## config.mk

```make
export PLATFORM = sky130hd
export DESIGN_NAME = inst_fetch_queue
export DESIGN_NICKNAME = d
export VERILOG_FILES = /design/src/rtl/inst_fetch_queue_pkg.sv /design/src/rtl/inst_fetch_queue_fifo.sv /design/src/rtl/inst_fetch_queue.sv
export SDC_FILE = /design/constraint.sdc
export NUM_CORES = 1
export LEC_CHECK = 0
export ABC_AREA = 1
export CORE_MARGIN = 3
export CORE_UTILIZATION = 47
export CTS_BUF_LIST = sky130_fd_sc_hd__clkbuf_4 sky130_fd_sc_hd__clkbuf_8
export DETAILED_ROUTE_END_ITERATION = 8
export HOLD_SLACK_MARGIN = 0.12
export PLACE_DENSITY = 0.7
export SLEW_MARGIN = 15
export SYNTH_ARGS = -nofsm -noshare
export SYNTH_HDL_FRONTEND = slang
export SYNTH_SLANG_ARGS = --single-unit
export TNS_END_PERCENT = 30
```

## constraint.sdc

```tcl
create_clock -name clk -period 4.9 [get_ports clk]
set_input_delay 1.225 -clock clk [delete_from_list [all_inputs] [get_ports clk]]
set_output_delay 1.225 -clock clk [all_outputs]
set_load 0.02 [all_outputs]
```

## src/rtl/inst_fetch_queue_pkg.sv

```systemverilog
// ============================================================================
// Module      : inst_fetch_queue_pkg
// Description : Shared types and constants for the instruction fetch queue.
// Revision    : 1.0 - initial release
// ============================================================================
`default_nettype none

package inst_fetch_queue_pkg;

    localparam int XLEN = 64;
    localparam int ILEN = 32;
    localparam logic [XLEN-1:0] INST_BYTES = 64'd4;

    typedef logic [XLEN-1:0] dataBus_t;

    typedef union packed {
        logic [ILEN-1:0] raw;
        struct packed {
            logic [24:0] payload;
            logic [6:0]  opcode;
        } fields;
    } instruction_u;

    typedef struct packed {
        dataBus_t     pc;
        instruction_u inst;
    } fetch_entry_t;

endpackage

`default_nettype wire

```

## src/rtl/inst_fetch_queue_fifo.sv

```systemverilog
// ============================================================================
// Module      : fetch_fifo
// Description : Synchronous FIFO with flush, clock enable and async reset.
// Revision    : 1.0 - initial release
// ============================================================================
`default_nettype none

module fetch_fifo
    import inst_fetch_queue_pkg::*;
#(
    parameter int  DEPTH = 4,
    parameter type T     = fetch_entry_t
) (
    input  logic                     clk,
    input  logic                     clk_en,
    input  logic                     rst_n,
    input  logic                     push,
    input  logic                     pop,
    input  logic                     flush,
    input  T                         wr_data,
    output T                         head,
    output logic                     full,
    output logic                     empty,
    output logic [$clog2(DEPTH):0]   count
);

    localparam int PW = $clog2(DEPTH);
    localparam int CW = PW + 1;

    T                r_mem [DEPTH];
    logic [PW-1:0]   r_wr_ptr;
    logic [PW-1:0]   r_rd_ptr;
    logic [CW-1:0]   r_count;
    logic            w_do_push;
    logic            w_do_pop;

    assign full      = (r_count == CW'(DEPTH));
    assign empty     = (r_count == '0);
    assign w_do_pop  = pop & ~empty;
    // A push into a full queue is only accepted alongside a pop.
    assign w_do_push = push & (~full | w_do_pop);

    always_ff @(posedge clk or negedge rst_n) begin
        if (!rst_n) begin
            r_wr_ptr <= '0;
            r_rd_ptr <= '0;
            r_count  <= '0;
        end else if (clk_en) begin
            if (flush) begin
                r_wr_ptr <= '0;
                r_rd_ptr <= '0;
                r_count  <= '0;
            end else begin
                if (w_do_push) r_wr_ptr <= r_wr_ptr + PW'(1);
                if (w_do_pop)  r_rd_ptr <= r_rd_ptr + PW'(1);
                case ({w_do_push, w_do_pop})
                    2'b10:   r_count <= r_count + CW'(1);
                    2'b01:   r_count <= r_count - CW'(1);
                    default: r_count <= r_count;
                endcase
            end
        end
    end

    always_ff @(posedge clk) begin
        if (clk_en && !flush && w_do_push) begin
            r_mem[r_wr_ptr] <= wr_data;
        end
    end

    // Storage is not reset, so the head reads as zero whenever nothing is queued.
    assign head  = empty ? T'(0) : r_mem[r_rd_ptr];
    assign count = r_count;

endmodule

`default_nettype wire

```

## src/rtl/inst_fetch_queue.sv

```systemverilog
// ============================================================================
// Module      : inst_fetch_queue
// Description : Fetch stage: PC register, imem request, redirect, fetch FIFO.
// Revision    : 1.0 - initial release
// ============================================================================
`default_nettype none

module inst_fetch_queue
    import inst_fetch_queue_pkg::*;
#(
    parameter logic [63:0] RESET_PC    = 64'h0,
    parameter int          QUEUE_DEPTH = 4
) (
    input  logic                           clk,
    input  logic                           clk_en,
    input  logic                           rst_n,
    output logic                           imem_rd_en,
    output dataBus_t                       imem_addr,
    input  instruction_u                   imem_inst,
    input  logic                           imem_ready,
    input  logic                           redirect_en,
    input  dataBus_t                       redirect_pc,
    output logic                           if_valid,
    input  logic                           if_ready,
    output dataBus_t                       if_pc,
    output instruction_u                   if_inst,
    output logic [$clog2(QUEUE_DEPTH):0]   if_count
);

    dataBus_t      r_pc;
    dataBus_t      w_redirect_aligned;
    logic          w_push;
    logic          w_pop;
    logic          w_full;
    logic          w_empty;
    fetch_entry_t  w_wr_entry;
    fetch_entry_t  w_head;

    assign w_redirect_aligned = redirect_pc & ~dataBus_t'(3);

    assign w_pop      = if_valid & if_ready;
    assign imem_rd_en = rst_n & ~redirect_en & (~w_full | w_pop);
    assign w_push     = imem_rd_en & imem_ready;
    assign imem_addr  = r_pc >> 2;

    always_ff @(posedge clk or negedge rst_n) begin
        if (!rst_n) begin
            r_pc <= RESET_PC;
        end else if (clk_en) begin
            if (redirect_en) begin
                r_pc <= w_redirect_aligned;
            end else if (w_push) begin
                r_pc <= r_pc + INST_BYTES;
            end
        end
    end

    assign w_wr_entry.pc   = r_pc;
    assign w_wr_entry.inst = imem_inst;

    // Redirect flushes the queue; the head popped in that cycle is discarded.
    fetch_fifo #(
        .DEPTH (QUEUE_DEPTH),
        .T     (fetch_entry_t)
    ) u_fifo (
        .clk     (clk),
        .clk_en  (clk_en),
        .rst_n   (rst_n),
        .push    (w_push),
        .pop     (w_pop & ~redirect_en),
        .flush   (redirect_en),
        .wr_data (w_wr_entry),
        .head    (w_head),
        .full    (w_full),
        .empty   (w_empty),
        .count   (if_count)
    );

    assign if_valid = ~w_empty;
    assign if_pc    = w_head.pc;
    assign if_inst  = w_head.inst;

endmodule

`default_nettype wire

```

==> summary.md <==
### Run status
- finished, final reports clean — result of the run

### Clock tree
- 3 — H-tree depth reported by CTS
- 0 — Resized cells post-CTS
- 0.63 ns — clock latency on the worst-skew pair
- yes — TritonCTS clock tree
- 0.06 ns — Clk pin slew, worst setup/hold paths
- 73 — number of buffers created by CTS
- 445 — Sinks on Clock Net
- 3 — clock buffer depth
- 0 — number of buffers inserted by post-CTS setup repair
- 0 — hold-fix buffer count after cts
- sky130_fd_sc_hd__clkbuf_8 — cell at the root of the clock tree

### Logic synthesis
- 64.4% — share of the yosys chip area belonging to registers
- 0.0202 mm² — post-synthesis instance area
- 15.5% — share of synthesized flip-flops with an asynchronous set or reset
- 36 — Netlist cell types
- 9.58 µm² — Syn Area/Cell
- 2,109 — Post-Syn Instances
- 376 — number of enable-type register cells in the synthesized netlist
- sky130_fd_sc_hd__edfxtp_1 — Main synth FF type
- 445 — FF+latch count, synth
- 0 — number of warnings reported in the yosys synthesis log

### Drt
- 19.6 µm — WL per Instance
- 0 — detailed-route DRC error count
- 0 — Detail Route Antenna Nets
- 15,800 — vias
- 1,451 — violation count after the first detailed-routing iteration
- 6 — first-pass detailed-route iteration total
- 5.33 — per-cell via count in the routed design
- 58,400 µm — post-detailed-routing wire length

### Cells and area
- 3,605 — final-layout fill cell count
- 7.36% — share of post-route cells with drive strength above 1
- sky130_fd_sc_hd__nor2_1 (577), sky130_fd_sc_hd__edfxtp_1 (376), sky130_fd_sc_hd__nand2_1 (353) — commonest cells after routing, fill and taps aside
- sky130_fd_sc_hd__nor2_1 — most common library cell in the layout ignoring fill and taps
- 22.8% — Area growth, synth to finish
- 2,480 — fin nets
- 58.7% — Util after Layout

### Die
- 213 µm — width of the die
- 267 — number of I/O pins
- 0.0422 mm² — area of the placeable core
- 75 — total number of placement rows
- 47.9% — Initial Util
- 0.0455 mm² — Die Outline Area
- 213 µm — die extent in y

### Placement
- 37,800 µm — HPWL after detailed placement
- 0.993 ns — DP Worst Slack
- 260 — # port buffers
- 0.996 — RD Place Congestion

### Setup path
- 3.67 ns — data required time at the worst endpoint
- output pin — critical path capture point type
- 11 — R2R depth
- 0.69 ns — peak per-stage delay on the critical path
- 3 — critical path buffer and inverter count
- clkinv_2, buf_12, nor2_1, o21ai_0, a21oi_1, clkdlybuf4s50_1 — cell breakdown of the critical path
- 3.33 ns — critical path arrival
- reg -> out — worst setup path category
- flop — nature of the critical path startpoint
- r_pc[60]$_DFFE_PN0P_ — capture point of the worst reg-to-reg path
- buffers and inverters — CP delay by family, top
- 47 — largest driver fanout on the critical path
- sky130_fd_sc_hd__clkinv_2 — critical-path cell with the highest stage delay
- 2.13 ns — reg2reg setup slack
- r_pc[2]$_DFFE_PN0P_ — startpoint of the worst-slack reg-to-reg timing path

### Timing
- false — unrepaired setup endpoints after global routing
- 4.56 ns — minimum clock period
- 93.0% — crit share post-route
- 0 — Hold Fails Final Rpt
- 0.341 ns — minimum setup slack in the final design
- 0 — max-slew violation count
- 0.931 ns — worst slew pin tran
- 0 ns — Post-Route Setup TNS
- 0 — final setup violation count
- 0.219 GHz — fmax
- 0.566 ns — final hold slack
- 38.0% — worst slew margin relative to its limit
- 0.0275 ns — Layout Skew

### Global routing
- 127 — largest net degree at the start of global routing
- 2 — initial antenna violation count
- 0 — Overflow after GRT
- 15,000 — via count of the first global-routing pass
- 87,400 µm — wire length of the first global-routing pass
- 25.2% — total routing resource utilization after global routing

### Power
- 517 mW/mm² — areal power density over the cells
- 9.21 nW — LEAKAGE
- 0.376 mV — Worst IR Drop VDD

### Worst hold path
- u_fifo.r_wr_ptr[0]$_DFFE_PN0P_ — launch point of the worst hold path
- reg -> reg — Hold Crit Class
- 1 — worst hold stages
- u_fifo.r_wr_ptr[0]$_DFFE_PN0P_ — worst hold endpoint

### Flow run
- 0 — maximum capacitance violations

synthesized netlist by cell type (4+ instances only):
cell type                  number  area [µm²]
sky130_fd_sc_hd__nor2_1       581        2180
sky130_fd_sc_hd__edfxtp_1     376       11300
sky130_fd_sc_hd__nand2_1      353        1330
sky130_fd_sc_hd__o21ai_0      222        1110
sky130_fd_sc_hd__inv_1        112         420
sky130_fd_sc_hd__a21oi_1      107         536
sky130_fd_sc_hd__nand3_1       84         420
sky130_fd_sc_hd__dfrtp_1       69        1730
sky130_fd_sc_hd__clkbuf_1      47         176
sky130_fd_sc_hd__buf_2         27         135
sky130_fd_sc_hd__buf_1         23        86.3
sky130_fd_sc_hd__nand4_1       16         100
sky130_fd_sc_hd__o21ai_1       11        55.1
sky130_fd_sc_hd__xor2_1        11        96.3
sky130_fd_sc_hd__nor2_2         9        56.3
sky130_fd_sc_hd__buf_4          7        52.6
sky130_fd_sc_hd__nor3_1         7        35.0
sky130_fd_sc_hd__nor2_4         6        67.6
sky130_fd_sc_hd__ha_1           5        62.6
sky130_fd_sc_hd__o211ai_1       5        37.5
sky130_fd_sc_hd__o21bai_1       5        37.5
sky130_fd_sc_hd__a31oi_1        4        25.0
sky130_fd_sc_hd__inv_2          4        15.0
metrics by stage:
step                      cell area [µm²]  std cells  power, mW
after floorplan                     20200       2112       7.42
after global placement              23400       2836       9.74
after detailed placement            23400       2836       9.82
after CTS                           24800       2971       13.0
after global routing                24800       2972       13.5
final                               24800       2973       12.8
final cells by class:
class,instances,area [µm²],area share (%)
Antenna cell,2,5.00,0.0202
Sequential cell,445,13000,52.5
Clock inverter,36,200,0.807
Inverter,117,444,1.79
Tap cell,539,674,2.72
Clock buffer,99,1200,4.84
Timing Repair Buffer,289,2920,11.8
Multi-Input combinational cell,1446,6340,25.6
kinds of logic after synthesis:
| kind of cell | Yosys count | synth area share, % |
|---|---|---|
| AND/OR/NAND/NOR | 1066 | 21.2 |
| flip-flops | 445 | 64.4 |
| AO/OA/AOI/OAI | 357 | 9.02 |
| buffers and inverters | 221 | 4.40 |
| XOR/XNOR | 13 | 0.563 |
| adder cells (fa/ha/maj) | 6 | 0.409 |
| other | 1 | 0.0186 |
power breakdown:
group	internal (mW)	switching [mW]
Clock	1.65	1.46
Sequential	4.37	0.424
Combinational	1.94	2.99
routing by layer:
| layer | vias up | global-route usage [%] | wire length, µm |
|---|---|---|---|
| met5 | - | 0 | 13 |
| met2 | 536 | 41.8 | 28200 |
| met3 | 89 | 4.64 | 3970 |
| li1 | 7623 | - | - |
| met1 | 7593 | 34.2 | 24900 |
| met4 | 2 | 7.95 | 1310 |
flip-flops by register name, summed over array words and instances (netlist names):
register,count
r_pc,62
u_fifo.count,3
u_fifo.r_mem,376
u_fifo.r_rd_ptr,2
u_fifo.r_wr_ptr,2
worst max-delay path by stage:
stage                                              start                            to  slack, ns  depth (start not counted)
after floorplan                              redirect_en  u_fifo.r_mem[0][0]$_DFFE_PP_      -1.25                          4
after global placement    u_fifo.r_rd_ptr[1]$_DFFE_PN0P_                     if_pc[34]       0.96                          6
after detailed placement  u_fifo.r_rd_ptr[1]$_DFFE_PN0P_                     if_pc[51]       0.99                          6
after CTS                 u_fifo.r_rd_ptr[1]$_DFFE_PN0P_                     if_pc[34]       0.29                          6
after global routing      u_fifo.r_rd_ptr[1]$_DFFE_PN0P_                     if_pc[51]       0.15                          6
final                     u_fifo.r_rd_ptr[1]$_DFFE_PN0P_                     if_pc[34]       0.34                          6
worst register-to-register path, cell delays in order (launching register included):
cell,delay (ns)
sky130_fd_sc_hd__dfrtp_1,0.80
sky130_fd_sc_hd__ha_1,0.50
sky130_fd_sc_hd__nand2_1,0.15
sky130_fd_sc_hd__nor2_2,0.23
sky130_fd_sc_hd__nand2_4,0.17
sky130_fd_sc_hd__inv_2,0.15
sky130_fd_sc_hd__nand2_1,0.09
sky130_fd_sc_hd__nor2_1,0.31
sky130_fd_sc_hd__nand3_1,0.12
sky130_fd_sc_hd__nand3_1,0.10
sky130_fd_sc_hd__nand2_1,0.05
sky130_fd_sc_hd__nand2_1,0.05
No activity file was read; power rests on OpenSTA's default activity.
